===== src/rtl/nerv_run_ctrl_if.sv =====
// Run-control bus between the GDB stub / CPU side (master) and nerv_run_ctrl (slave).
// Groups the command, breakpoint-table, retire and stop-event channels.
interface nerv_run_ctrl_if #(
    parameter int XLEN = 32,
    parameter int BPN  = 4
);
    localparam int IW = (BPN > 1) ? $clog2(BPN) : 1;

    logic            cmd_vld;
    logic            cmd_rdy;
    logic [1:0]      cmd_op;

    logic            bp_we;
    logic [IW-1:0]   bp_idx;
    logic            bp_en;
    logic [XLEN-1:0] bp_adr;

    logic            ret_vld;
    logic [XLEN-1:0] ret_pc;
    logic            ret_trap;
    logic            cpu_stall;

    logic            evt_vld;
    logic            evt_rdy;
    logic [1:0]      evt_why;
    logic [XLEN-1:0] evt_pc;

    modport master (
        output cmd_vld, cmd_op, bp_we, bp_idx, bp_en, bp_adr,
               ret_vld, ret_pc, ret_trap, evt_rdy,
        input  cmd_rdy, cpu_stall, evt_vld, evt_why, evt_pc
    );

    modport slave (
        input  cmd_vld, cmd_op, bp_we, bp_idx, bp_en, bp_adr,
               ret_vld, ret_pc, ret_trap, evt_rdy,
        output cmd_rdy, cpu_stall, evt_vld, evt_why, evt_pc
    );
endinterface


===== src/rtl/nerv_run_ctrl.sv =====
// Debug run controller: halts/continues/steps the CPU, checks hardware breakpoints
// on every retirement and reports one stop event at a time to the GDB stub.
module nerv_run_ctrl #(
    parameter int              XLEN       = 32,
    parameter int              BPN        = 4,
    parameter logic [XLEN-1:0] RESET_ADDR = '0
) (
    input  logic            clk,
    input  logic            rst,
    nerv_run_ctrl_if.slave  bus
);
    localparam int IW = (BPN > 1) ? $clog2(BPN) : 1;

    localparam logic [1:0] OP_HALT   = 2'd0;
    localparam logic [1:0] OP_CONT   = 2'd1;
    localparam logic [1:0] OP_STEP   = 2'd2;

    localparam logic [1:0] WHY_INT   = 2'd0;
    localparam logic [1:0] WHY_BREAK = 2'd1;
    localparam logic [1:0] WHY_STEP  = 2'd2;
    localparam logic [1:0] WHY_TRAP  = 2'd3;

    typedef enum logic [1:0] {
        S_HALTED,
        S_RUN,
        S_STEP,
        S_REPORT
    } state_t;

    state_t          state_reg;
    logic            cmd_rdy_reg;
    logic            cpu_stall_reg;
    logic            evt_vld_reg;
    logic [1:0]      evt_why_reg;
    logic [XLEN-1:0] evt_pc_reg;
    logic [XLEN-1:0] pc_last_reg;

    logic [BPN-1:0]  bp_hit;
    logic            bp_match;

    // Breakpoint table: compares use the contents before any same-cycle write.
    generate
        for (genvar gi = 0; gi < BPN; gi++) begin : g_bp
            logic            en_reg;
            logic [XLEN-1:0] adr_reg;

            always_ff @(posedge clk) begin
                if (!rst) begin
                    en_reg <= 1'b0;
                end else if (bus.bp_we && (bus.bp_idx == IW'(gi))) begin
                    en_reg <= bus.bp_en;
                end
            end

            always_ff @(posedge clk) begin
                if (bus.bp_we && (bus.bp_idx == IW'(gi))) begin
                    adr_reg <= bus.bp_adr;
                end
            end

            assign bp_hit[gi] = en_reg && (adr_reg == bus.ret_pc);
        end
    endgenerate

    assign bp_match = |bp_hit;

    logic            cmd_fire;
    logic            halt_req;
    logic            stop_now;
    logic [1:0]      stop_why;
    logic [XLEN-1:0] stop_pc;

    assign cmd_fire = bus.cmd_vld && cmd_rdy_reg;
    assign halt_req = cmd_fire && (bus.cmd_op == OP_HALT);

    // Stop-cause priority while executing: TRAP > BREAK > STEP > INT.
    always_comb begin
        stop_now = 1'b0;
        stop_why = WHY_INT;
        stop_pc  = pc_last_reg;
        if (state_reg == S_RUN || state_reg == S_STEP) begin
            if (bus.ret_vld) begin
                stop_pc = bus.ret_pc;
                if (bus.ret_trap) begin
                    stop_now = 1'b1;
                    stop_why = WHY_TRAP;
                end else if (bp_match) begin
                    stop_now = 1'b1;
                    stop_why = WHY_BREAK;
                end else if (state_reg == S_STEP) begin
                    stop_now = 1'b1;
                    stop_why = WHY_STEP;
                end else if (halt_req) begin
                    stop_now = 1'b1;
                    stop_why = WHY_INT;
                end
            end else if (halt_req) begin
                stop_now = 1'b1;
            end
        end
    end

    always_ff @(posedge clk) begin
        if (!rst) begin
            state_reg     <= S_HALTED;
            cmd_rdy_reg   <= 1'b1;
            cpu_stall_reg <= 1'b1;
            evt_vld_reg   <= 1'b0;
            evt_why_reg   <= WHY_INT;
            evt_pc_reg    <= RESET_ADDR;
            pc_last_reg   <= RESET_ADDR;
        end else begin
            if (bus.ret_vld) begin
                pc_last_reg <= bus.ret_pc;
            end
            unique case (state_reg)
                S_HALTED: begin
                    if (cmd_fire) begin
                        case (bus.cmd_op)
                            OP_CONT: begin
                                state_reg     <= S_RUN;
                                cpu_stall_reg <= 1'b0;
                            end
                            OP_STEP: begin
                                state_reg     <= S_STEP;
                                cpu_stall_reg <= 1'b0;
                            end
                            OP_HALT: begin
                                state_reg   <= S_REPORT;
                                cmd_rdy_reg <= 1'b0;
                                evt_vld_reg <= 1'b1;
                                evt_why_reg <= WHY_INT;
                                evt_pc_reg  <= pc_last_reg;
                            end
                            default: ;
                        endcase
                    end
                end
                S_RUN, S_STEP: begin
                    // Stall rises on the edge after the stopping retirement.
                    if (stop_now) begin
                        state_reg     <= S_REPORT;
                        cpu_stall_reg <= 1'b1;
                        cmd_rdy_reg   <= 1'b0;
                        evt_vld_reg   <= 1'b1;
                        evt_why_reg   <= stop_why;
                        evt_pc_reg    <= stop_pc;
                    end
                end
                S_REPORT: begin
                    if (bus.evt_rdy) begin
                        state_reg   <= S_HALTED;
                        evt_vld_reg <= 1'b0;
                        cmd_rdy_reg <= 1'b1;
                    end
                end
                default: begin
                    state_reg     <= S_HALTED;
                    cmd_rdy_reg   <= 1'b1;
                    cpu_stall_reg <= 1'b1;
                    evt_vld_reg   <= 1'b0;
                end
            endcase
        end
    end

    assign bus.cmd_rdy   = cmd_rdy_reg;
    assign bus.cpu_stall = cpu_stall_reg;
    assign bus.evt_vld   = evt_vld_reg;
    assign bus.evt_why   = evt_why_reg;
    assign bus.evt_pc    = evt_pc_reg;

endmodule


===== src/flat_wrapper.sv =====
// flat-port wrapper written by rule: the top's interface ports become plain ports
module nerv_run_ctrl_flat 
#(
    parameter int              XLEN       = 32,
    parameter int              BPN        = 4,
    parameter logic [XLEN-1:0] RESET_ADDR = '0
)
  (clk, rst, bus_cmd_vld, bus_cmd_op, bus_bp_we, bus_bp_idx, bus_bp_en, bus_bp_adr, bus_ret_vld, bus_ret_pc, bus_ret_trap, bus_evt_rdy, bus_cmd_rdy, bus_cpu_stall, bus_evt_vld, bus_evt_why, bus_evt_pc);
  nerv_run_ctrl_if #(.XLEN(XLEN), .BPN(BPN)) bus_i ();
  input  logic clk;
  input  logic rst;
  input wire logic [$bits(bus_i.cmd_vld)-1:0] bus_cmd_vld;
  input wire logic [$bits(bus_i.cmd_op)-1:0] bus_cmd_op;
  input wire logic [$bits(bus_i.bp_we)-1:0] bus_bp_we;
  input wire logic [$bits(bus_i.bp_idx)-1:0] bus_bp_idx;
  input wire logic [$bits(bus_i.bp_en)-1:0] bus_bp_en;
  input wire logic [$bits(bus_i.bp_adr)-1:0] bus_bp_adr;
  input wire logic [$bits(bus_i.ret_vld)-1:0] bus_ret_vld;
  input wire logic [$bits(bus_i.ret_pc)-1:0] bus_ret_pc;
  input wire logic [$bits(bus_i.ret_trap)-1:0] bus_ret_trap;
  input wire logic [$bits(bus_i.evt_rdy)-1:0] bus_evt_rdy;
  output wire logic [$bits(bus_i.cmd_rdy)-1:0] bus_cmd_rdy;
  output wire logic [$bits(bus_i.cpu_stall)-1:0] bus_cpu_stall;
  output wire logic [$bits(bus_i.evt_vld)-1:0] bus_evt_vld;
  output wire logic [$bits(bus_i.evt_why)-1:0] bus_evt_why;
  output wire logic [$bits(bus_i.evt_pc)-1:0] bus_evt_pc;
  assign bus_i.cmd_vld = bus_cmd_vld;
  assign bus_i.cmd_op = bus_cmd_op;
  assign bus_i.bp_we = bus_bp_we;
  assign bus_i.bp_idx = bus_bp_idx;
  assign bus_i.bp_en = bus_bp_en;
  assign bus_i.bp_adr = bus_bp_adr;
  assign bus_i.ret_vld = bus_ret_vld;
  assign bus_i.ret_pc = bus_ret_pc;
  assign bus_i.ret_trap = bus_ret_trap;
  assign bus_i.evt_rdy = bus_evt_rdy;
  assign bus_cmd_rdy = bus_i.cmd_rdy;
  assign bus_cpu_stall = bus_i.cpu_stall;
  assign bus_evt_vld = bus_i.evt_vld;
  assign bus_evt_why = bus_i.evt_why;
  assign bus_evt_pc = bus_i.evt_pc;
  nerv_run_ctrl #(.XLEN(XLEN), .BPN(BPN), .RESET_ADDR(RESET_ADDR)) u_core (.clk(clk), .rst(rst), .bus(bus_i));
endmodule

===== config.mk =====
export PLATFORM = sky130hd
export DESIGN_NAME = nerv_run_ctrl_flat
export DESIGN_NICKNAME = d
export VERILOG_FILES = /design/src/rtl/nerv_run_ctrl_if.sv /design/src/rtl/nerv_run_ctrl.sv /design/src/flat_wrapper.sv
export SDC_FILE = /design/constraint.sdc
export NUM_CORES = 1
export LEC_CHECK = 0
export ABC_AREA = 1
export CAP_MARGIN = 20
export CORE_ASPECT_RATIO = 1.1
export CORE_MARGIN = 2
export CORE_UTILIZATION = 55
export CTS_CLUSTER_SIZE = 25
export DETAILED_ROUTE_END_ITERATION = 12
export GPL_TIMING_DRIVEN = 0
export PLACE_DENSITY_LB_ADDON = 0.05
export SYNTH_ARGS = -nofsm -noshare
export SYNTH_HDL_FRONTEND = slang
export SYNTH_SLANG_ARGS = --single-unit

===== constraint.sdc =====
create_clock -name clk -period 5 [get_ports clk]
set_input_delay 1 -clock clk [delete_from_list [all_inputs] [get_ports clk]]
set_output_delay 1 -clock clk [all_outputs]
set_load 0.005 [all_outputs]

# Word level (Yosys, flattened, before mapping)

Index checks and enable logic that the tools add are counted.

Multiplexer cells: 39
Reductions and logical operators: 22
Eq/ne operators: 18

Operator list:

| kind                 | number |
|---|---|
| $mux W32             | 5 |
| $eq A32 B32 Y1       | 4 |
| $pmux W32 S2         | 1 |
| $mux W2              | 11 |
| $mux W1              | 16 |
| $reduce_and A4 Y1    | 4 |
| $pmux W2 S3          | 2 |
| $eq A2 B2 Y1 const B | 5 |
| $logic_and A1 B1 Y1  | 10 |
| $eq A2 B1 Y1 const B | 3 |
| $logic_not A2 Y1     | 3 |
| $ne A2 B1 Y1 const B | 3 |
| $pmux W1 S3          | 2 |
| $ne A2 B2 Y1 const B | 2 |
| $ne A4 B3 Y1 const B | 1 |
| $pmux W2 S2          | 1 |
| $reduce_or A2 Y1     | 2 |
| $reduce_or A4 Y1     | 1 |
| $pmux W1 S2          | 1 |
| $reduce_bool A2 Y1   | 1 |
| $logic_or A1 B1 Y1   | 1 |

Register bits: 203
Output and inout port bits: 37
Word-level logic and storage cells: 94
Bits of input ports: 76

# Depth between registers and ports, before layout

Gate-level depths: netlist of the first run.

Depth in word-level cells: 10
Mapped depth: 19
Gate-level depth less buffers: 18

# Worst setup path after synthesis of the first run

OpenSTA, ideal clock, no wires.

Path kind: in2reg
From: in bus_bp_idx[1]
To: reg u_core.g_bp[0].en_reg
Path buffers: 0
Required time: 4.921 ns
Setup slack: 1.168 ns
Cell stages on the path: 3
Data arrival time: 3.754 ns
Setup time: 0.079 ns
Path through: nor3_1 o21ai_0 a21oi_1

Cells in the longest elaborated chain, start to end: 2

RTL lines:

| what                 | RTL line            | source |
|---|---|---|
| start, declared      | flat_wrapper.sv:15  | `input wire logic [$bits(bus_i.bp_idx)-1:0] bus_bp_idx;` |
| $logic_not A2 Y1     | nerv_run_ctrl.sv:50 | `end else if (bus.bp_we && (bus.bp_idx == IW'(gi))) begin` |
| $logic_and A1 B1 Y1  | nerv_run_ctrl.sv:50 |  |
| end signal, assigned | nerv_run_ctrl.sv:51 | `en_reg <= bus.bp_en;` |
| end, declared        | nerv_run_ctrl.sv:44 | `logic en_reg;` |

No other way between the ends.
A chain may end at the register's enable or synchronous reset.

# Worst setup path in the final report of the first run

From: in bus_ret_pc[7]
To: reg u_core.evt_pc_reg[23] (netlist: u_core.bus.evt_pc[23])

Cells in the longest elaborated chain, start to end: 9
Elaborated cells on any way between the ends: 15
Classes of those cells: eq/ne: 5; mux: 4; reduce/logical: 6

RTL lines:

| what                                   | RTL line             | source |
|---|---|---|
| start, declared                        | flat_wrapper.sv:19   | `input wire logic [$bits(bus_i.ret_pc)-1:0] bus_ret_pc;` |
| $eq A32 B32 Y1                         | nerv_run_ctrl.sv:61  | `assign bp_hit[gi] = en_reg && (adr_reg == bus.ret_pc);` |
| $logic_and A1 B1 Y1                    | nerv_run_ctrl.sv:61  |  |
| $reduce_or A4 Y1 (*)                   | nerv_run_ctrl.sv:65  | `assign bp_match = \|bp_hit;` |
| $mux W1 (*)                            | nerv_run_ctrl.sv:87  | `end else if (bp_match) begin` |
| $mux W1 (*)                            | nerv_run_ctrl.sv:84  | `if (bus.ret_trap) begin` |
| $mux W1 (*)                            | nerv_run_ctrl.sv:82  | `if (bus.ret_vld) begin` |
| $mux W1 (*)                            | nerv_run_ctrl.sv:81  | `if (state_reg == S_RUN \|\| state_reg == S_STEP) begin` |
| $ne A2 B1 Y1 (no source line) (*)      | n/a                  |  |
| $reduce_and A4 Y1 (no source line) (*) | n/a                  |  |
| end signal, assigned                   | nerv_run_ctrl.sv:133 | `evt_pc_reg <= pc_last_reg;` |
| end signal, assigned                   | nerv_run_ctrl.sv:147 | `evt_pc_reg <= stop_pc;` |
| end, declared                          | nerv_run_ctrl.sv:35  | `logic [XLEN-1:0] evt_pc_reg;` |

Every way passes the cells marked *; elsewhere a longest branch is shown, timed or not.

==> results of run 1 <==
-- worst register-to-register path, cell delays in order (launching register included) --
cell and delay [ns]:
dfxtp_1 0.37, inv_1 0.09, ha_1 0.38, nor2_1 0.07
nor2_1 0.58, clkbuf_1 0.39, nand4_1 0.14, nand2_1 0.12
nor2_2 0.03
-- through the flow --
step	cell area, sq um	cells	power, uW	setup WS [ns]
final	11600	1492	5510	1.95
after global routing	11600	1492	5890	1.77
after floorplan	9530	1109	3380	1.17
after detailed placement	11000	1455	4020	1.44
after CTS	11600	1492	5550	1.95
after global placement	10800	1443	3990	-1.18
-- layer usage --
layer / wire length, um / share of wire [%] / GRT usage, %
met4: 314 / 1.5 / 4.98
met5: 0 / 0 / 0
met2: 10000 / 47 / 40.2
met1: 9560 / 45 / 33.2
met3: 1420 / 6.7 / 3.01
-- cells in the final DEF, fill, tap and decap left out, types with 3 or more instances in the layout --
cell type	synthesis	layout
clkinv_1	8	13
o22ai_1	14	14
nand3_1	16	16
buf_6	5	15
or2_0	4	4
nand4_1	35	35
nor3_2	0	4
ha_1	7	7
edfxtp_1	128	128
nor2_1	80	80
inv_2	14	14
a21oi_1	42	42
clkbuf_16	0	21
dfxtp_1	75	75
clkdlybuf4s50_1	0	100
inv_1	163	163
buf_2	7	7
nand2_1	295	295
xor2_1	18	18
xnor2_1	24	24
o21ai_0	97	97
nor2_2	29	29
clkbuf_2	6	6
clkbuf_1	24	29
buf_4	2	3
-- final timing paths --
check,start,end,slack [ns],cells after the start
worst max register to register,u_core.state_reg[1],u_core.bus.evt_pc[16],2.73,8
worst max-delay path,bus_ret_pc[7],u_core.bus.evt_pc[23],1.95,20
worst min-delay path,u_core.bus.evt_vld,u_core.bus.evt_vld,0.46,2
worst min register to register,u_core.bus.evt_vld,u_core.bus.evt_vld,0.46,2
-- cell type report --
cell class / instances / area [sq um] / share of cell area, %
Timing Repair Buffer: 112 / 1140 / 9.76
Buffer: 44 / 226 / 1.95
Clock inverter: 9 / 88.8 / 0.763
Sequential cell: 203 / 5350 / 45.9
Multi-Input combinational cell: 677 / 3280 / 28.2
Tap cell: 234 / 293 / 2.52
Inverter: 185 / 694 / 5.97
Clock buffer: 28 / 572 / 4.91
-- kinds of logic after synthesis --
| family | after synthesis |
|---|---|
| AOI/OAI and AO/OA | 160 |
| and+or+nand+nor | 468 |
| DFF | 203 |
| buffers and inverters | 229 |
| xor gates and xnor gates | 42 |
| adders and majority gates | 7 |
-- report_power, final --
group          switching, uW  total (uW)  internal, uW  leakage [uW]
clock                    618        1520           901      0.000323
combinational           1060        1870           804       0.00278
sequential               108        2130          2020       0.00180
==> flow_metrics.tcl, run 1 <==
set metrics [dict create \
    synth_fa_ha_area_share_pct 0.919 \
    timing.hold.ws_ns 0.465 \
    root_buffer "clkbuf_16" \
    firstDrtPassIters 5 \
    synth_top_area_share_pct 40.3 \
    synth_area_per_cell_sq_um 8.59 \
    synth_xor_area_share_pct 3.86 \
    setup_viol 0 \
    clock_sinks 203 \
    status "completed" \
    tightestPinTransition_ns 1.03 \
    finalCritPeriodShare_pct 61.0 \
    clock_skew_ns 0.00801 \
    initial_core_util_pct 56.0 \
    fp.dieW_um 130 \
    yosys-mux-area-fraction_pct 0 \
    slowest_delay_ns 0.51 \
    fmax_mhz 328 \
    grt_pass1_wl_mm 34.4 \
    largest_register_ffs 128 \
    nFillCells 1404 \
    h-tree-depth 1 \
    cts_max_path_buffers 3 \
    synth_top_family_by_area "simple AND/OR/NAND/NOR gates" \
    crit_type "input port to register" \
    area_growth_pct 22.1 \
    clkTransAtPathRegs_ns 0.06 \
    cts-buffers-inserted 21 \
    path_buf_inv 5 \
    ctsHoldBuffers 0 \
    grt_pass1_vias 7025 \
    synth_area_leaders "edfxtp_1 40%, dfxtp_1 16%, nand2_1 12%, inv_1 6.4%, o21ai_0 5.1%" \
    antenna_found_initial 0 \
    boundaryPins 113 \
    via_count 7337 \
    first_iter_violations 539 \
    drc 0 \
    nets 1327 \
    ctsResizeCount 0 \
    ys_seq_area_share_pct 56.1 \
    arrival_ns 3.44 \
    synth_commonest_cells "295 x nand2_1, 163 x inv_1, 128 x edfxtp_1" \
    yosysMostFrequentCell "nand2_1" \
    coreArea_sq_um 17000 \
    portBuffers 100 \
    p_leak_uw 0.00490 \
    cts_tree "built" \
    path_cells "clkdlybuf4s50_1, inv_1, nand2_1, nand2_1, inv_1, nand2_1, nor2_1, nand2_1, nor2_1, nand3_1, nand2_1, nor2_2, nand3_1, nand2_1, nand2_2, buf_6, buf_6, nand4_1, nand2_1, nor2_2" \
    post-route-min-period_ns 3.05 \
    rsz0062_at_grt "no" \
    vias_per_cell 4.92 \
    endpoint_kind "register" \
    fin_util_pct 68.4 \
    routabilityCongestion 0.819 \
    critPathMostFrequentCell "nand2_1" \
    totalNegativeSetupSlack_ns 0 \
    synth_compound_gate_area_share_pct 8.72 \
    synth_cell_types 31 \
    synth_nets 1192 \
    rows 50 \
    yosys_warnings 0 \
    grt_usage_pct 23.8 \
    synthFlopType "edfxtp_1" \
    vdd_drop_max_uv 299 \
    synth-seq-cells 203 \
    final_layout_size_suffix_gt1_share_pct 8.74 \
    avgRoutedWirePerCell_um 14.3 \
    clk_latency_ns 0.49 \
    netlist_area_sq_um 9530 \
    critical_path_required_ns 5.39 \
    relSlewSlack_pct 30.8 \
    synth-async-reset-ratio_pct 0 \
    post_cts_buffers 0 \
    antenna_cells 0 \
    hpwl_mm 16.2 \
    hold_viol 0 \
    drv_slew 0 \
    grt_max_degree 15 \
    critPathMaxFanout 10 \
    yosys.area_share.simple_pct 20.8 \
    crit_path_top_delay_cell "clkdlybuf4s50_1" \
    crit_family "simple AND/OR/NAND/NOR gates" \
    syn_inst 1109 \
    min_path_type "register to register" \
    totalWireLength_mm 21.3 \
    die_h_um 142 \
    synth_edf_count 128 \
    start_kind "input port" \
    grt-ovfl-total 0 \
    yosys.area.top_type "edfxtp_1" \
    p_per_area_nw_per_um2 474 \
    drv_cap 0 \
    drtAntennaViolNets 0 \
    die-area_sq_um 18400 \
]
No activity file was read; power rests on OpenSTA's default activity.
==> inputs of run 2 (changes only) <==
==> constraint.sdc (replaced) <==
create_clock -name clk -period 3.05 [get_ports clk]
set_input_delay 0.61 -clock clk [delete_from_list [all_inputs] [get_ports clk]]
set_output_delay 0.61 -clock clk [all_outputs]
set_load 0.005 [all_outputs]
==> run 2 against run 1 <==
  * Cell count decreased by 0.13%
  * Non-clock buffer count decreased by 2
  * Design area increased by 0.41%
  * Critical path depth unchanged
  * Sequential share of layout area decreased by 0.19 points
  * Clock power increased by 66%
  * Via count decreased by 0.74%
  * Clock skew increased by 0.0022 ns
  * Register-to-register slack got worse by 1.9 ns
  * Die area unchanged
==> flow_metrics.tcl, run 2 (synthesis results as in run 1) <==
set metrics [dict create \
    p_int_uw 6130 \
    drc 0 \
    clk_latency_ns 0.50 \
    status "completed" \
    fmax_mhz 377 \
    root_buffer "clkbuf_16" \
    coreArea_sq_um 17000 \
    drv_slew 0 \
    largest_register_ffs 128 \
    min_path_type "register to register" \
    worstHoldEndpoint "u_core.bus.evt_vld" \
    min_from "u_core.bus.evt_vld" \
    final_cell_mix "295 x nand2_1, 163 x inv_1, 128 x edfxtp_1" \
    p_per_area_nw_per_um2 777 \
    avgRoutedWirePerCell_um 14.4 \
    finalCritPeriodShare_pct 86.9 \
    antenna_cells 0 \
    firstDrtPassIters 5 \
    totalNegativeSetupSlack_ns 0 \
    hold_viol 0 \
    setup_viol 0 \
    relSlewSlack_pct 42.3 \
    grt_pass1_vias 6812 \
    boundaryPins 113 \
    drv_cap 0 \
    switching_share_pct 32.4 \
    cts-buffers-inserted 21 \
    grt_max_degree 18 \
    grt_usage_pct 23.3 \
    reg2reg_depth 8 \
    reg2reg_slack_ns 0.79 \
    critPathMaxFanout 10 \
    r2r-start "u_core.state_reg[1]" \
    initial_core_util_pct 56.0 \
    final_common_cell "nand2_1" \
    die-area_sq_um 18400 \
    holdPathStages 2 \
    antenna_found_initial 0 \
    ctsHoldBuffers 0 \
    fin_cells 1490 \
    nFillCells 1401 \
    grt-ovfl-total 0 \
    rows 50 \
    portBuffers 100 \
    first_iter_violations 523 \
    r2r_end "u_core.bus.evt_pc[28]" \
    totalWireLength_mm 21.4 \
    clock_skew_ns 0.0103 \
    regArea_sq_um 5350 \
    arrival_ns 3.04 \
    p_clk_share_pct 27.8 \
    routabilityCongestion 0.857 \
    fin_area_sq_um 11700 \
    postPlaceCellArea_sq_um 11000 \
    final_layout_size_suffix_gt1_share_pct 8.68 \
    grt_pass1_wl_mm 33.5 \
    multi_input_area_sq_um 3300 \
    clkTransAtPathRegs_ns 0.06 \
    p_leak_uw 0.00490 \
    fp.dieW_um 130 \
    p_switching_uw 2940 \
    drtAntennaViolNets 0 \
    power_frac_seq_pct 38.3 \
    rsz0062_at_grt "no" \
    h-tree-depth 1 \
    clock_sinks 203 \
    tightestPinTransition_ns 0.861 \
    post_cts_buffers 0 \
    area_growth_pct 22.6 \
    post-route-min-period_ns 2.65 \
    vdd_drop_max_uv 427 \
    combPwrFrac_pct 33.8 \
    crit_type "input port to register" \
    die_h_um 142 \
    fin_util_pct 68.7 \
    cts_max_path_buffers 3 \
    critical_path_required_ns 3.44 \
    endpoint_kind "register" \
    nets 1325 \
    cts_tree "built" \
    via_count 7283 \
    vias_per_cell 4.89 \
    timing.hold.ws_ns 0.459 \
    start_kind "input port" \
    hpwl_mm 15.8 \
    ctsResizeCount 0 \
    dp.cells 1453 \
]
==> run 2: routing by layer <==
metal  share of wire [%]  wire length [um]  global-route usage (%)
met5                   0                 0                       0
met4                 1.9               405                    5.83
met3                 6.1              1310                    3.72
met2                  47             10000                    39.0
met1                  45              9660                    32.0
==> run 2: worst max path at each step <==
stage	start	cells after the start	end	slack, ns
detailed placement	bus_ret_pc[7]	20	u_core.bus.evt_pc[28]	-0.07
global route	bus_ret_pc[7]	20	u_core.bus.evt_pc[28]	0.23
global placement	bus_bp_idx[1]	5	u_core.g_bp[3].en_reg	-2.66
finish	bus_ret_pc[7]	20	u_core.bus.evt_pc[28]	0.40
floorplan	bus_bp_idx[0]	3	u_core.g_bp[2].en_reg	-0.39
CTS	bus_ret_pc[7]	20	u_core.bus.evt_pc[28]	0.45
==> run 2: through the flow <==
step	power, uW	worst slack [ns]
detailed placement	6590	-0.0658
floorplan	5540	-0.392
global placement	6530	-2.66
global route	9710	0.229
CTS	9130	0.447
finish	9080	0.400
==> run 2: cell type report <==
class | instances | area share (%)
sequential | 203 | 45.7
multi-input combinational | 677 | 28.2
timing repair buffer | 110 | 9.93
inverter | 185 | 5.94
clock buffer | 29 | 5.01
tap | 234 | 2.51
buffer | 44 | 1.94
clock inverter | 8 | 0.728
==> run 2: power groups by stage <==
stage,clock network (uW),registers (uW),logic (uW)
global placement,0,3540,2990
global route,2680,3520,3510
finish,2530,3480,3070
detailed placement,0,3540,3050
CTS,2560,3480,3080
floorplan,0,3550,1990
==> run 2: worst max-delay path: stages <==
cell and delay (ns):
clkdlybuf4s50_1 0.52, inv_1 0.16, nand2_1 0.11, nand2_1 0.06
inv_1 0.05, nand2_1 0.04, nor2_1 0.23, nand2_1 0.08
nor2_1 0.16, nand3_1 0.10, nand2_1 0.08, nor2_2 0.07
nand3_1 0.07, nand2_1 0.06, nand2_2 0.11, buf_6 0.16
buf_6 0.14, nand4_1 0.09, nand2_1 0.11, nor2_2 0.04
